File: src/rtl/uart_tx_sched.sv
// Round-robin scheduler sharing one UART transmitter between NUM_REQ byte producers.
// Latency: grant edge -> tx_start/ack next cycle; frame end -> next tx_start in GAP_CYCLES+2.
// Backpressure: req held until ack; req ignored outside IDLE; tx_busy gates frame completion.
module uart_tx_sched #(
    parameter int NUM_REQ      = 4,
    parameter int GAP_CYCLES   = 16,
    parameter int BUSY_TIMEOUT = 64
) (
    input  logic                 clk_top,
    input  logic                 rst_top,
    input  logic [NUM_REQ-1:0]   req,
    input  logic [8*NUM_REQ-1:0] req_data,
    output logic [NUM_REQ-1:0]   ack,
    output logic                 tx_start,
    output logic [7:0]           tx_data,
    input  logic                 tx_busy,
    output logic                 sched_busy,
    output logic [2:0]           active_id,
    output logic                 err_timeout
);

    localparam int CNT_MAX = (GAP_CYCLES > BUSY_TIMEOUT) ? GAP_CYCLES : BUSY_TIMEOUT;
    localparam int CNT_W   = $clog2(CNT_MAX + 1);

    localparam logic [CNT_W-1:0] TO_LOAD  = CNT_W'(BUSY_TIMEOUT - 1);
    localparam logic [CNT_W-1:0] GAP_LOAD = CNT_W'(GAP_CYCLES);
    localparam logic [CNT_W-1:0] CNT_ONE  = CNT_W'(1);
    localparam logic [2:0]       LAST_ID  = 3'(NUM_REQ - 1);

    typedef enum logic [2:0] {
        ST_IDLE,
        ST_START,
        ST_WAIT_BUSY,
        ST_WAIT_DONE,
        ST_GAP
    } state_t;

    state_t             state_q, state_d;
    logic [CNT_W-1:0]   cnt_q, cnt_d;
    logic [7:0]         tx_data_q, tx_data_d;
    logic [2:0]         active_id_q, active_id_d;
    logic [NUM_REQ-1:0] ack_q, ack_d;
    logic               tx_start_q, tx_start_d;
    logic               sched_busy_q, sched_busy_d;
    logic               err_timeout_q, err_timeout_d;

    logic [7:0] req_ext;
    logic [2:0] cand;
    logic       grant_vld;
    logic [2:0] grant_id;
    logic [7:0] grant_byte;

    // The round-robin pointer is the last granted id; search starts one past it.
    always_comb begin
        req_ext   = 8'(req);
        cand      = 3'd0;
        grant_vld = 1'b0;
        grant_id  = active_id_q;
        for (int k = 1; k <= NUM_REQ; k++) begin
            cand = 3'((int'(active_id_q) + k) % NUM_REQ);
            if (!grant_vld && req_ext[cand]) begin
                grant_vld = 1'b1;
                grant_id  = cand;
            end
        end
        grant_byte = 8'h00;
        for (int i = 0; i < NUM_REQ; i++) begin
            if (grant_id == 3'(i)) begin
                grant_byte = req_data[8*i +: 8];
            end
        end
    end

    always_comb begin
        state_d       = state_q;
        cnt_d         = cnt_q;
        tx_data_d     = tx_data_q;
        active_id_d   = active_id_q;
        ack_d         = '0;
        tx_start_d    = 1'b0;
        err_timeout_d = 1'b0;

        case (state_q)
            ST_IDLE: begin
                if (grant_vld) begin
                    state_d     = ST_START;
                    tx_data_d   = grant_byte;
                    active_id_d = grant_id;
                    tx_start_d  = 1'b1;
                    for (int i = 0; i < NUM_REQ; i++) begin
                        ack_d[i] = (grant_id == 3'(i));
                    end
                end
            end
            ST_START: begin
                // One less than the limit so the error lands BUSY_TIMEOUT cycles after tx_start.
                state_d = ST_WAIT_BUSY;
                cnt_d   = TO_LOAD;
            end
            ST_WAIT_BUSY: begin
                if (tx_busy) begin
                    state_d = ST_WAIT_DONE;
                    cnt_d   = '0;
                end else if (cnt_q <= CNT_ONE) begin
                    state_d       = ST_IDLE;
                    cnt_d         = '0;
                    err_timeout_d = 1'b1;
                end else begin
                    cnt_d = cnt_q - CNT_ONE;
                end
            end
            ST_WAIT_DONE: begin
                if (!tx_busy) begin
                    if (GAP_CYCLES > 0) begin
                        state_d = ST_GAP;
                        cnt_d   = GAP_LOAD;
                    end else begin
                        state_d = ST_IDLE;
                    end
                end
            end
            ST_GAP: begin
                if (cnt_q <= CNT_ONE) begin
                    state_d = ST_IDLE;
                    cnt_d   = '0;
                end else begin
                    cnt_d = cnt_q - CNT_ONE;
                end
            end
            default: begin
                state_d = ST_IDLE;
                cnt_d   = '0;
            end
        endcase

        sched_busy_d = (state_d != ST_IDLE);
    end

    always_ff @(posedge clk_top or posedge rst_top) begin
        if (rst_top) begin
            state_q       <= ST_IDLE;
            cnt_q         <= '0;
            tx_data_q     <= 8'h00;
            active_id_q   <= LAST_ID;
            ack_q         <= '0;
            tx_start_q    <= 1'b0;
            sched_busy_q  <= 1'b0;
            err_timeout_q <= 1'b0;
        end else begin
            state_q       <= state_d;
            cnt_q         <= cnt_d;
            tx_data_q     <= tx_data_d;
            active_id_q   <= active_id_d;
            ack_q         <= ack_d;
            tx_start_q    <= tx_start_d;
            sched_busy_q  <= sched_busy_d;
            err_timeout_q <= err_timeout_d;
        end
    end

    assign ack         = ack_q;
    assign tx_start    = tx_start_q;
    assign tx_data     = tx_data_q;
    assign sched_busy  = sched_busy_q;
    assign active_id   = active_id_q;
    assign err_timeout = err_timeout_q;

endmodule

File: config.mk
export PLATFORM = sky130hd
export DESIGN_NAME = uart_tx_sched
export DESIGN_NICKNAME = d
export VERILOG_FILES = /design/src/rtl/uart_tx_sched.sv
export SDC_FILE = /design/constraint.sdc
export NUM_CORES = 1
export LEC_CHECK = 0
export CAP_MARGIN = 20
export CELL_PAD_IN_SITES_DETAIL_PLACEMENT = 0
export CELL_PAD_IN_SITES_GLOBAL_PLACEMENT = 1
export CORE_ASPECT_RATIO = 1.1
export CORE_MARGIN = 2
export CORE_UTILIZATION = 26
export CTS_CLUSTER_DIAMETER = 30
export DETAILED_ROUTE_END_ITERATION = 8
export PLACE_DENSITY_LB_ADDON = 0.1
export SLEW_MARGIN = 20
export SYNTH_ARGS = -nofsm -noshare
export SYNTH_HDL_FRONTEND = slang
export SYNTH_SLANG_ARGS = --single-unit
export TNS_END_PERCENT = 10
File: constraint.sdc
create_clock -name clk_top -period 1.7 [get_ports clk_top]
set_input_delay 0.34 -clock clk_top [delete_from_list [all_inputs] [get_ports clk_top]]
set_output_delay 0.34 -clock clk_top [all_outputs]
set_load 0.05 [all_outputs]
==> Yosys cells after proc, flatten, opt, wreduce, memory -nomap -nowiden <==
Cells that the tools add are included.
W data, S select, Z words.
{ "op_classes": {"n_reduce_logical": 15, "n_addsub": 5, "n_lt_le_gt_ge": 5, "n_eq_ne": 8, "bitwise": 5, "mux": 36} }
{ "op_table": {"columns": ["cell", "n"], "rows": [
  ["$pmux W7 S5", 1],
  ["$mux W8", 4],
  ["$mux W3", 8],
  ["$mux W7", 3],
  ["$lt A3 B4 Y1 const B", 4],
  ["$pmux W3 S5", 1],
  ["$mux W1", 13],
  ["$bmux W1 S3", 4],
  ["$eq A3 B2 Y1 const B", 4],
  ["$mux W4", 2],
  ["$reduce_or A2 Y1", 4],
  ["$le A7 B1 Y1 const B", 1],
  ["$sub A7 B1 Y7 const B", 1],
  ["$eq A3 B1 Y1 const B", 2],
  ["$logic_not A3 Y1", 2],
  ["$add A2 B1 Y2 const B", 2],
  ["$add A2 B2 Y2 const B", 2],
  ["$and A1 B1 Y1 const A", 4],
  ["$reduce_and A2 Y1", 2],
  ["$eq A3 B3 Y1 const B", 1],
  ["$logic_and A1 B1 Y1", 3],
  ["$logic_not A1 Y1", 3],
  ["$reduce_bool A3 Y1", 1],
  ["$ne A2 B2 Y1 const B", 1],
  ["$not A1 Y1", 1]
]} }
{ "totals": {"elab_cells": 82, "register_bits": 28, "inputBits": 39, "out_inout_bits": 18} }

==> Depth between registers and ports, before layout <==
Gate-level depths: netlist (run 1).
{ "logic_depth": {"ltp_word": 20, "mapped_depth": 8, "mapped_depth_nobuf": 7} }

==> Least setup slack after synthesis (run 1) <==
OpenSTA, ideal clock, no wires.
{ "synth_path": {"path_type": "register to register", "from": "reg active_id_q[1], in the netlist active_id[1]", "to": "reg tx_data_q[0], in the netlist tx_data[0]", "t_arrival_ns": 1.829, "period_less_slack_ns": 1.916, "required_ns": 1.613, "setup_ns": 0.087, "path_stages_with_launch": 7, "path_slack_ns": -0.216, "cell_sequence": "dfstp_2 buf_4 nand2b_1 a21oi_2 nor3_4 a41oi_1 a211oi_2"} }
{ "synth_between": {"elab_chain_cells": 20, "elab_cells_between_ends": 43, "cone_classes": "add/sub: 4; eq/ne: 3; mux: 20; bitwise: 4; reduce/logical: 12"} }
{ "synth_rtl": {"columns": ["item", "line", "source"], "rows": [
  ["start, declared", "41", "logic [2:0] active_id_q, active_id_d;"],
  ["start signal, assigned", "153", "active_id_q <= active_id_d;"],
  ["$add A2 B1 Y2", "60", "cand = 3'((int'(active_id_q) + k) % NUM_REQ);"],
  ["$reduce_or A2 Y1 (no source line)", null, null],
  ["$and A1 B1 Y1 (no source line)", null, null],
  ["$bmux W1 S3", "61", "if (!grant_vld && req_ext[cand]) begin"],
  ["$mux W1 (implied by the code)", "61", null],
  ["$mux W1", "61", null],
  ["$logic_not A1 Y1", "61", null],
  ["$logic_and A1 B1 Y1", "61", null],
  ["$mux W1", "61", null],
  ["$logic_not A1 Y1", "61", null],
  ["$logic_and A1 B1 Y1", "61", null],
  ["$mux W1", "61", null],
  ["$logic_not A1 Y1", "61", null],
  ["$logic_and A1 B1 Y1", "61", null],
  ["$mux W3", "61", null],
  ["$logic_not A3 Y1", "68", "if (grant_id == 3'(i)) begin"],
  ["$mux W8 (4 in series)", "68", null],
  ["end signal, assigned", "152", "tx_data_q <= tx_data_d;"],
  ["end, declared", "40", "logic [7:0] tx_data_q, tx_data_d;"]
]} }
Parallel ways exist; a longest one is shown, timed or not. The select of a mux whose other input is x is not followed.
A chain may end at the register's enable or synchronous reset.

==> Worst setup path in the final report (run 1) <==
{ "layout_path": {"from": "reg cnt_q[1]", "to": "reg cnt_q[5]"} }
{ "layout_between": {"elab_chain_cells": 4, "elab_cells_between_ends": 5, "cone_classes": "add/sub: 1; order compare: 1; mux: 3"} }
{ "layout_rtl": {"columns": ["item", "line", "source"], "rows": [
  ["start, declared", "39", "logic [CNT_W-1:0] cnt_q, cnt_d;"],
  ["start signal, assigned", "151", "cnt_q <= cnt_d;"],
  ["$sub A7 B1 Y7 / $le A7 B1 Y1 (equally long branches)", null, null],
  ["$mux W7 (*)", "104, 123", null],
  ["$mux W7", "101", "if (tx_busy) begin"],
  ["$pmux W7 S5 (*)", "83", "case (state_q)"]
]} }
Mark *: on every way between the ends. The rest lies on a longest branch, timed or not.

==> metrics.txt, run 1 <==
Syn Std Cell Area 0.00183 sq mm; GRT Total Usage 0.146; Reg2Reg Depth 5; f_max 570 MHz; placed cell area 0.00277 sq mm; Area Overhead vs Synth 62.8%; slowest CP cell dfrtp_1; Core ar. 0.00693 sq mm; DR vias 1860; Worst path max stage delay 0.41 ns; Worst Hold Class input port to async pin; Post-Syn Nets 237; Root Driver clkbuf_8; synth unique cells 57; critical path class flip-flop to flip-flop; Diodes inserted 0; Slew @ Worst Pin 0.386 ns; worst flop-to-flop path endpoint cnt_q[5]; first-pass GRT wire length 9.09 mm; die area 0.00772 sq mm; Initial Util 0.264; Rel. slew slack 0.743; Hold Slack 0.417 ns; cell mode on critical path or3_4; RSZ-0062 raised after global routing true; Yosys top cell area share 0.356; Final Wtd Congestion 0.790; # DRC 0; power per cell area 1800 mW/mm^2; Clk Latency, worst-skew pair 0.28 ns; post-synth top area cell dfrtp_1; Hold Fails Final Rpt 0; Lkg Pwr 1.25 nW; Yosys reg bits 28; Vias/cell 4.97; CTS tree yes; io pins 57; Worst setup SP type flip-flop; Hold Buf Count CTS 0; Initial DRC Count 67; critical path, cell by cell buf_4 -> or3_4 -> or3_4 -> or3_1 -> o211ai_1; # H-tree levels 1; ratio of cells with drive above 1 in the final layout 0.377; post-detail-place hpwl 4.35 mm; fin area 0.00298 sq mm; Synth Area per Inst 9.33 sq um; nets 331; top post-synthesis cells by area dfrtp_1 36%, o31ai_1 4.1%, nand2_1 3.5%, dfstp_2 2.9%, a2bb2oi_1 2.9%; crit end category flip-flop; Max Slew Vio Count 0; die width 83.9 um; RR Startpoint cnt_q[1]; Layout Skew 0.0129 ns; Post-synth top flop dfrtp_1; Core Util, Final 0.430; Tot Pwr 5.36 mW; clk sinks 28; Post-synth ARST share 1.00; Final WS setup -0.0531 ns; largest net degree at the start of global routing 29; Synthesis Warnings 0; register area share after synthesis 0.385; post-route ant nets 0; TritonRoute pass-1 iters 4; Worst Setup SP cnt_q[1]; worst vdd ir 0.718 mV; status complete, but fails checks; cts bufs inserted 3; row cnt 32; failing checks negative setup slack; Max-Cap Viols 0; Setup violations, final 7; worst path arrival time 1.96 ns; FF-to-FF setup slack -0.05 ns; vias in the first global route 1862; # fillers 711; Syn Inst Count 196; height of the chip 91.9 um; Max Buffers Root-to-Sink 2; critical-path maximum fanout 3; worst endpoint required time 1.91 ns; EDFF count, synth 0; Total Routed Length 5.60 mm; final worst path period share 1.03; min Tclk post-route 1.75 ns; Wirelength per Cell 15.0 um; clock transition at the registers of the reported paths 0.11 ns; # port buffers 56; GRT Residual Overflow 0; initial antenna violation count 0
[through the flow]
stage / setup WS [ns] / cells / TNS [ns]
floorplan: -0.132 / 196 / -1.13
global placement: -0.458 / 367 / -6.22
detailed placement: -0.505 / 367 / -6.89
CTS: -0.0552 / 374 / -0.311
global route: -0.139 / 374 / -1.09
finish: -0.0531 / 374 / -0.187
[synth_stat cells, drive strengths merged, types with 5 or more instances]
cell / instances
a21boi: 7
a21oi: 8
a2bb2oi: 6
buf: 10
dfrtp: 26
inv: 11
nand2: 18
nand2b: 5
nand3: 7
nor2: 9
nor3: 7
nor4: 7
o21ai: 5
o22ai: 7
o31ai: 10
[power by group]
part	switching [mW]	internal, mW	total [mW]
sequential	0.204	0.955	1.16
clock	0.220	0.208	0.427
combinational	2.05	1.72	3.77
[critical path, delay by kind of cell, from the launching register on]
kind | cells | cell delay, ns
buffers and inverters | 1 | 0.16
DFF | 1 | 0.41
AOI/OAI and AO/OA | 1 | 0.10
and+or+nand+nor | 3 | 1.02
[state kept, by name, indices dropped and copies added (netlist names)]
signal and count:
sched_busy 1, err_timeout 1, state_q 3, cnt_q 7, tx_data 8, ack 4
active_id 3, tx_start 1
[cell type report]
type / instances / area (sq um) / area share
well taps: 85 / 106 / 0.0357
inverters: 11 / 41.3 / 0.0139
repair buffers: 101 / 928 / 0.312
flip-flops and latches: 28 / 703 / 0.236
multi-input cells: 145 / 1140 / 0.384
clock buffers: 4 / 55.1 / 0.0185
[cell usage in the layout, fill, tap and decap left out, types with 3 or more instances in the layout]
cell type / count
buf_4: 54
clkdlybuf4s50_1: 34
dfrtp_1: 26
nand2_1: 16
inv_1: 9
nor2_1: 9
o31ai_1: 9
a21oi_1: 6
a21boi_0: 6
buf_12: 6
nand3_1: 5
o22ai_1: 5
clkbuf_8: 4
dlygate4sd2_1: 4
nor2b_1: 3
nor3_1: 3
nor3_2: 3
nand4_1: 3
o211ai_1: 3
nand2b_1: 3
nor4_2: 3
a2bb2oi_2: 3
nor4_1: 3
a2bb2oi_1: 3
[routing by layer]
metal / wire length (um) / track usage
met4: 42 / 0.0323
met2: 2970 / 0.265
met3: 150 / 0.0108
met1: 2440 / 0.188
met5: 0 / 0
[kinds of logic (layout without fill, tap and decap cells)]
family                   count (synthesis)  in the layout  share of synthesized area
AND/OR/NAND/NOR                         74             74                      0.243
AO/OA/AOI/OAI                           68             68                      0.283
flip-flops                              28             28                      0.385
buffers and inverters                   23            116                     0.0705
adder cells (fa/ha/maj)                  2              2                     0.0137
XOR/XNOR                                 1              1                    0.00479
[repair_timing]
action / CTS / global route
pin swaps: 4 / 5
resized for setup: 23 / 10
setup buffers: 3 / 0
hold endpoints to repair: 0 / 0
setup endpoints to repair: 18 / 15
[how the worst max path moves through the flow]
stage / endpoint / slack [ns] / cells past startpoint
5_1_grt: tx_data[6] / -0.14 / 8
4_1_cts: cnt_q[5] / -0.06 / 7
6_report: cnt_q[5] / -0.05 / 5
2_1_floorplan: tx_data[0] / -0.13 / 7
3_3_place_gp: tx_data[0] / -0.46 / 7
3_5_place_dp: tx_data[1] / -0.50 / 6
Power figures use the tool's default switching activity.
==> run 2: changes to the inputs <==
==> constraint.sdc (replaced) <==
create_clock -name clk_top -period 1.94 [get_ports clk_top]
set_input_delay 0.388 -clock clk_top [delete_from_list [all_inputs] [get_ports clk_top]]
set_output_delay 0.388 -clock clk_top [all_outputs]
set_load 0.05 [all_outputs]
==> run 2 against run 1 <==
Compared with the run above: routed wire length down 6.1%; global-route usage down 0.65 points; the run now ends clean; sequential power down 9%; core utilization down 3.6 points; die area unchanged; hold slack better by 0.058 ns; first-iteration DRC count up 9.0%; clock skew down 0.0097 ns; highest routed layer unchanged; non-clock buffer count down 14; largest cell class unchanged; power down 21%.
==> metrics.txt, run 2 (synthesized netlist as in run 1, its figures left out) <==
met1 WL 2.40 mm (-1.8%); Final WS setup 0.0755 ns (+0.129 ns); crit end category output port; GRT Residual Overflow 0 (unchanged); die width 83.9 um (unchanged); most common cell after layout, fill and taps aside clkdlybuf4s50_1; # port buffers 56 (unchanged); worst vdd ir 0.593 mV (-17%); Total Routed Length 5.26 mm (-6.1%); Core Util, Final 0.394 (-0.0359); first-pass GRT wire length 8.67 mm (-4.6%); RSZ-0062 raised after global routing true; DP Worst Slack -0.311 ns (+0.194 ns); # DRC 0 (unchanged); critical path, cell by cell clkdlybuf4s50_1; initial antenna violation count 0 (unchanged); height of the chip 91.9 um (unchanged); Tot Pwr 4.25 mW (-21%); Max Slew Vio Count 0 (unchanged); CTS tree yes; row cnt 32 (unchanged); critical path class flip-flop to output port; f_max 536 MHz; worst path arrival time 1.48 ns (-0.48 ns); Hold Slack 0.475 ns (+0.0579 ns); nets 317 (-4.2%); max FFs per register 8 (unchanged); Area Overhead vs Synth 49.2%; CP bufs+invs 1 (unchanged); CP delay by family, top buffers and inverters; Max-Cap Viols 0 (unchanged); Lkg Pwr 1.12 nW (-10%); Wirelength per Cell 14.6 um (-2.5%); placed cell area 0.00264 sq mm (-4.7%); Hold Buf Count CTS 0 (unchanged); clk sinks 28 (unchanged); clock transition at the registers of the reported paths 0.10 ns (about the same); Slew @ Worst Pin 0.502 ns (+0.116 ns); # H-tree levels 1 (unchanged); fin area 0.00273 sq mm (-8.4%); Hold Fails Final Rpt 0 (unchanged); ratio of cells with drive above 1 in the final layout 0.229 (-0.148); placed cell count 354 (-3.5%); min Tclk post-route 1.86 ns; met3 wire length 190 um (+27%); vias in the first global route 1807 (-3.0%); GRT Total Usage 0.139 (-0.00649); Final Wtd Congestion 0.788 (-0.37%); final worst path period share 0.961; Worst path max stage delay 0.81 ns (+0.40 ns); met2 routed WL 2.63 mm (-12%); post-route ant nets 0 (unchanged); commonest cells after routing, fill and taps aside 49 x clkdlybuf4s50_1, 34 x buf_4, 26 x dfrtp_1; Vias/cell 4.87 (-2.0%); Initial DRC Count 73 (+9.0%); Worst Hold Class input port to async pin; DR vias 1754 (-5.7%); largest net degree at the start of global routing 29 (unchanged); status completed; Rel. slew slack 0.664 (-0.0784); Setup violations, final 0 (-7); Initial Util 0.264 (unchanged); slowest CP cell clkdlybuf4s50_1; Finished Layout Cells 360 (-3.7%); power per cell area 1560 mW/mm^2 (-14%); Clk Latency, worst-skew pair 0.27 ns (about the same); Core ar. 0.00693 sq mm (unchanged); Worst setup SP type flip-flop; critical-path maximum fanout 2 (-1); cts bufs inserted 3 (unchanged); Root Driver clkbuf_8; DR top layer met4; Max Buffers Root-to-Sink 2 (unchanged); TritonRoute pass-1 iters 5 (+1); die area 0.00772 sq mm (unchanged); setup_tns 0 ns (+0.187 ns); Diodes inserted 0 (unchanged); Layout Skew 0.00325 ns (-0.00966 ns); worst endpoint required time 1.55 ns (-0.36 ns); io pins 57 (unchanged); post-detail-place hpwl 4.11 mm (-5.5%)
-- run 2: report_power, final --
group | total (mW) | switching (mW) | internal [mW]
Clock | 0.369 | 0.187 | 0.182
Sequential | 1.06 | 0.222 | 0.838
Combinational | 2.82 | 1.60 | 1.22
Total | 4.25 | 2.01 | 2.24
-- run 2: path summary, 6_finish.rpt --
| check | depth (start not counted) | endpoint | start | slack [ns] |
|---|---|---|---|---|
| hold / removal | 3 | cnt_q[1] | rst_top | 0.48 |
| setup reg to reg | 7 | cnt_q[5] | cnt_q[1] | 0.09 |
| setup / recovery | 1 | tx_data[2] | tx_data[2] | 0.08 |
| min in group clk_top | 2 | tx_data[4] | tx_data[4] | 0.51 |
| max in group asynchronous | 3 | active_id[0] | rst_top | 1.15 |
| hold reg to reg | 2 | tx_data[4] | tx_data[4] | 0.51 |
-- run 2: final cells by class --
class	count	area, sq um
Inverter	11	43.8
Fill cell	687	4200
Tap cell	85	106
Clock buffer	4	55.1
Multi-Input combinational cell	145	1010
Timing Repair Buffer	87	811
Sequential cell	28	703
-- run 2: metal layers --
layer,global-route usage,up-vias
met5,0,-
li1,-,886
met4,0.0363,0
met3,0.0189,2
met2,0.243,40
met1,0.181,826
-- run 2: timing repair --
action                     4_1_cts  5_1_grt
resized for setup                0        7
cloned                           0        0
setup buffers                    2        0
setup endpoints to repair        1       12
pin swaps                        1        0
==> run 3: changes to the inputs <==
--- a/config.mk
+++ b/config.mk
@@ -6,10 +6,9 @@
 export NUM_CORES = 1
 export LEC_CHECK = 0
 export CAP_MARGIN = 20
-export CELL_PAD_IN_SITES_DETAIL_PLACEMENT = 0
+export CELL_PAD_IN_SITES_DETAIL_PLACEMENT = 1
 export CELL_PAD_IN_SITES_GLOBAL_PLACEMENT = 1
 export CORE_ASPECT_RATIO = 1.1
-export CORE_MARGIN = 2
 export CORE_UTILIZATION = 26
 export CTS_CLUSTER_DIAMETER = 30
 export DETAILED_ROUTE_END_ITERATION = 8
==> run 3 against run 2 <==
Compared with the run above: critical path depth grew 6; critical endpoint is now tx_data[0]; clock skew increased by 0.0040 ns; worst setup slack got worse by 0.014 ns; hold slack got worse by 0.0037 ns; count of clock-buffer cells in the layout is the same; critical path type is now input port to flip-flop; non-clock buffer count up 5; highest routed layer unchanged; power grew 1.1%.
==> metrics.txt, run 3 (synthesized netlist as in run 1, its figures left out) <==
worst endpoint required time 2.14 ns (+0.59 ns); Wirelength per Cell 16.0 um (+9.3%); Root Driver clkbuf_8; Final Wtd Congestion 0.793 (+0.63%); # H-tree levels 1 (unchanged); cts bufs inserted 3 (unchanged); row cnt 31 (-3.1%); vias in the first global route 1986 (+9.9%); Initial DRC Count 58 (-21%); RR Startpoint cnt_q[1]; placed cell count 357 (+0.85%); Max-Cap Viols 0 (unchanged); Total Routed Length 5.78 mm (+9.9%); final worst path period share 0.969 (+0.00746); placed cell area 0.00270 sq mm (+2.5%); clk sinks 28 (unchanged); worst vdd ir 0.703 mV (+19%); GRT Total Usage 0.171 (+0.0316); fin area 0.00277 sq mm (+1.7%); RSZ-0062 raised after global routing false; post-detail-place hpwl 4.53 mm (+10%); DR vias 1806 (+3.0%); most common cell after layout, fill and taps aside clkdlybuf4s50_1; Layout Skew 0.00722 ns (+0.00397 ns); worst path arrival time 2.08 ns (+0.60 ns); status completed; Clk Latency, worst-skew pair 0.28 ns (about the same); initial antenna violation count 0 (unchanged); die area 0.00737 sq mm (-4.5%); Slew @ Worst Pin 0.505 ns (+0.00278 ns); post-route ant nets 0 (unchanged); Area Overhead vs Synth 51.7%; Max Buffers Root-to-Sink 2 (unchanged); critical-path maximum fanout 9 (+7); Finished Layout Cells 362 (+0.56%); GRT Residual Overflow 0 (unchanged); worst flop-to-flop path endpoint cnt_q[5]; Worst path max stage delay 0.45 ns (-0.36 ns); die width 81.9 um (-2.4%); Core ar. 0.00667 sq mm (-3.7%); TritonRoute pass-1 iters 4 (-1); power per cell area 1550 mW/mm^2 (-0.56%); largest net degree at the start of global routing 29 (unchanged); critical path, cell by cell clkdlybuf4s50_1 -> buf_4 -> nor2b_1 -> and2b_4 -> o31ai_1 -> a211o_1 -> a211oi_2; io pins 57 (unchanged); Final WS setup 0.0611 ns (-0.0145 ns); Worst setup SP type input port; # port buffers 56 (unchanged); first-pass GRT wire length 9.67 mm (+12%); CTS tree yes; FF-to-FF setup slack 0.08 ns (about the same); Hold Fails Final Rpt 0 (unchanged); Reg2Reg Depth 7 (unchanged); Max Slew Vio Count 0 (unchanged); ratio of cells with drive above 1 in the final layout 0.232 (+0.00305); max FFs per register 8 (unchanged); Initial Util 0.274 (+0.0101); Vias/cell 4.99 (+2.4%); Rel. slew slack 0.662 (-0.00186); clock transition at the registers of the reported paths 0.10 ns (about the same); nets 322 (+1.6%); Worst Hold Class input port to async pin; Lkg Pwr 1.14 nW (+2.5%); critical path class input port to flip-flop; # DRC 0 (unchanged); # fillers 781 (+14%); DP Worst Slack -0.340 ns (-0.0296 ns); Setup violations, final 0 (unchanged); commonest cells after routing, fill and taps aside 49 x clkdlybuf4s50_1, 37 x buf_4, 26 x dfrtp_1; slowest CP cell clkdlybuf4s50_1; min Tclk post-route 1.88 ns (+0.0145 ns); height of the chip 89.9 um (-2.2%); crit end category flip-flop; Diodes inserted 0 (unchanged); f_max 532 MHz (-0.77%); Core Util, Final 0.416 (+0.0218)
run 3: metal layers:
layer / GRT usage / wire length [um] / share of wire / vias up
met1: 0.244 / 2850 / 0.49 / 850
met4: 0.0336 / 85 / 0.015 / 0
met3: 0.0416 / 264 / 0.046 / 6
met2: 0.258 / 2580 / 0.45 / 49
met5: 0 / 0 / 0 / -
li1: - / - / - / 901
run 3: critical path, delay by kind of cell:
| kind | cells | cell delay (ns) |
|---|---|---|
| simple gates | 2 | 0.47 |
| compound gates | 3 | 0.59 |
| buf+inv | 2 | 0.63 |
run 3: worst max path at each step:
stage	slack, ns	to	startpoint
after floorplan	0.02	tx_data[0]	active_id[1]
after global placement	-0.29	tx_data[3]	req[2]
after detailed placement	-0.34	tx_data[3]	req[2]
after CTS	0.04	tx_data[6]	req[2]
after global routing	0.003	tx_data[0]	req[3]
final	0.06	tx_data[0]	req[3]
run 3: cell type report:
type,count,area [sq um],share of cell area
flip-flops and latches,28,703,0.254
clock buffers,4,45.0,0.0162
inverters,11,43.8,0.0158
repair buffers,92,873,0.315
multi-input cells,145,1000,0.362
well taps,82,103,0.0370
run 3: through the flow:
stage	setup TNS, ns	hold slack, ns	total power, mW
floorplan	0	0.452	2.85
global placement	-2.60	0.498	3.94
detailed placement	-2.77	0.494	3.96
CTS	0	0.489	4.33
global route	0	0.536	4.64
finish	0	0.472	4.29
run 3: timing repair:
item / 4_1_cts / 5_1_grt
buffers inserted: 0 / 1
pin swaps: 0 / 1
endpoints found under the setup margin: 3 / 8
gates resized for setup: 1 / 5
hold buffers: 0 / 0
run 3: where the power goes:
part           internal [mW]  switching (mW)  total (mW)
clock network          0.147           0.188       0.336
registers              0.839           0.209        1.05
logic                   1.26            1.65        2.91
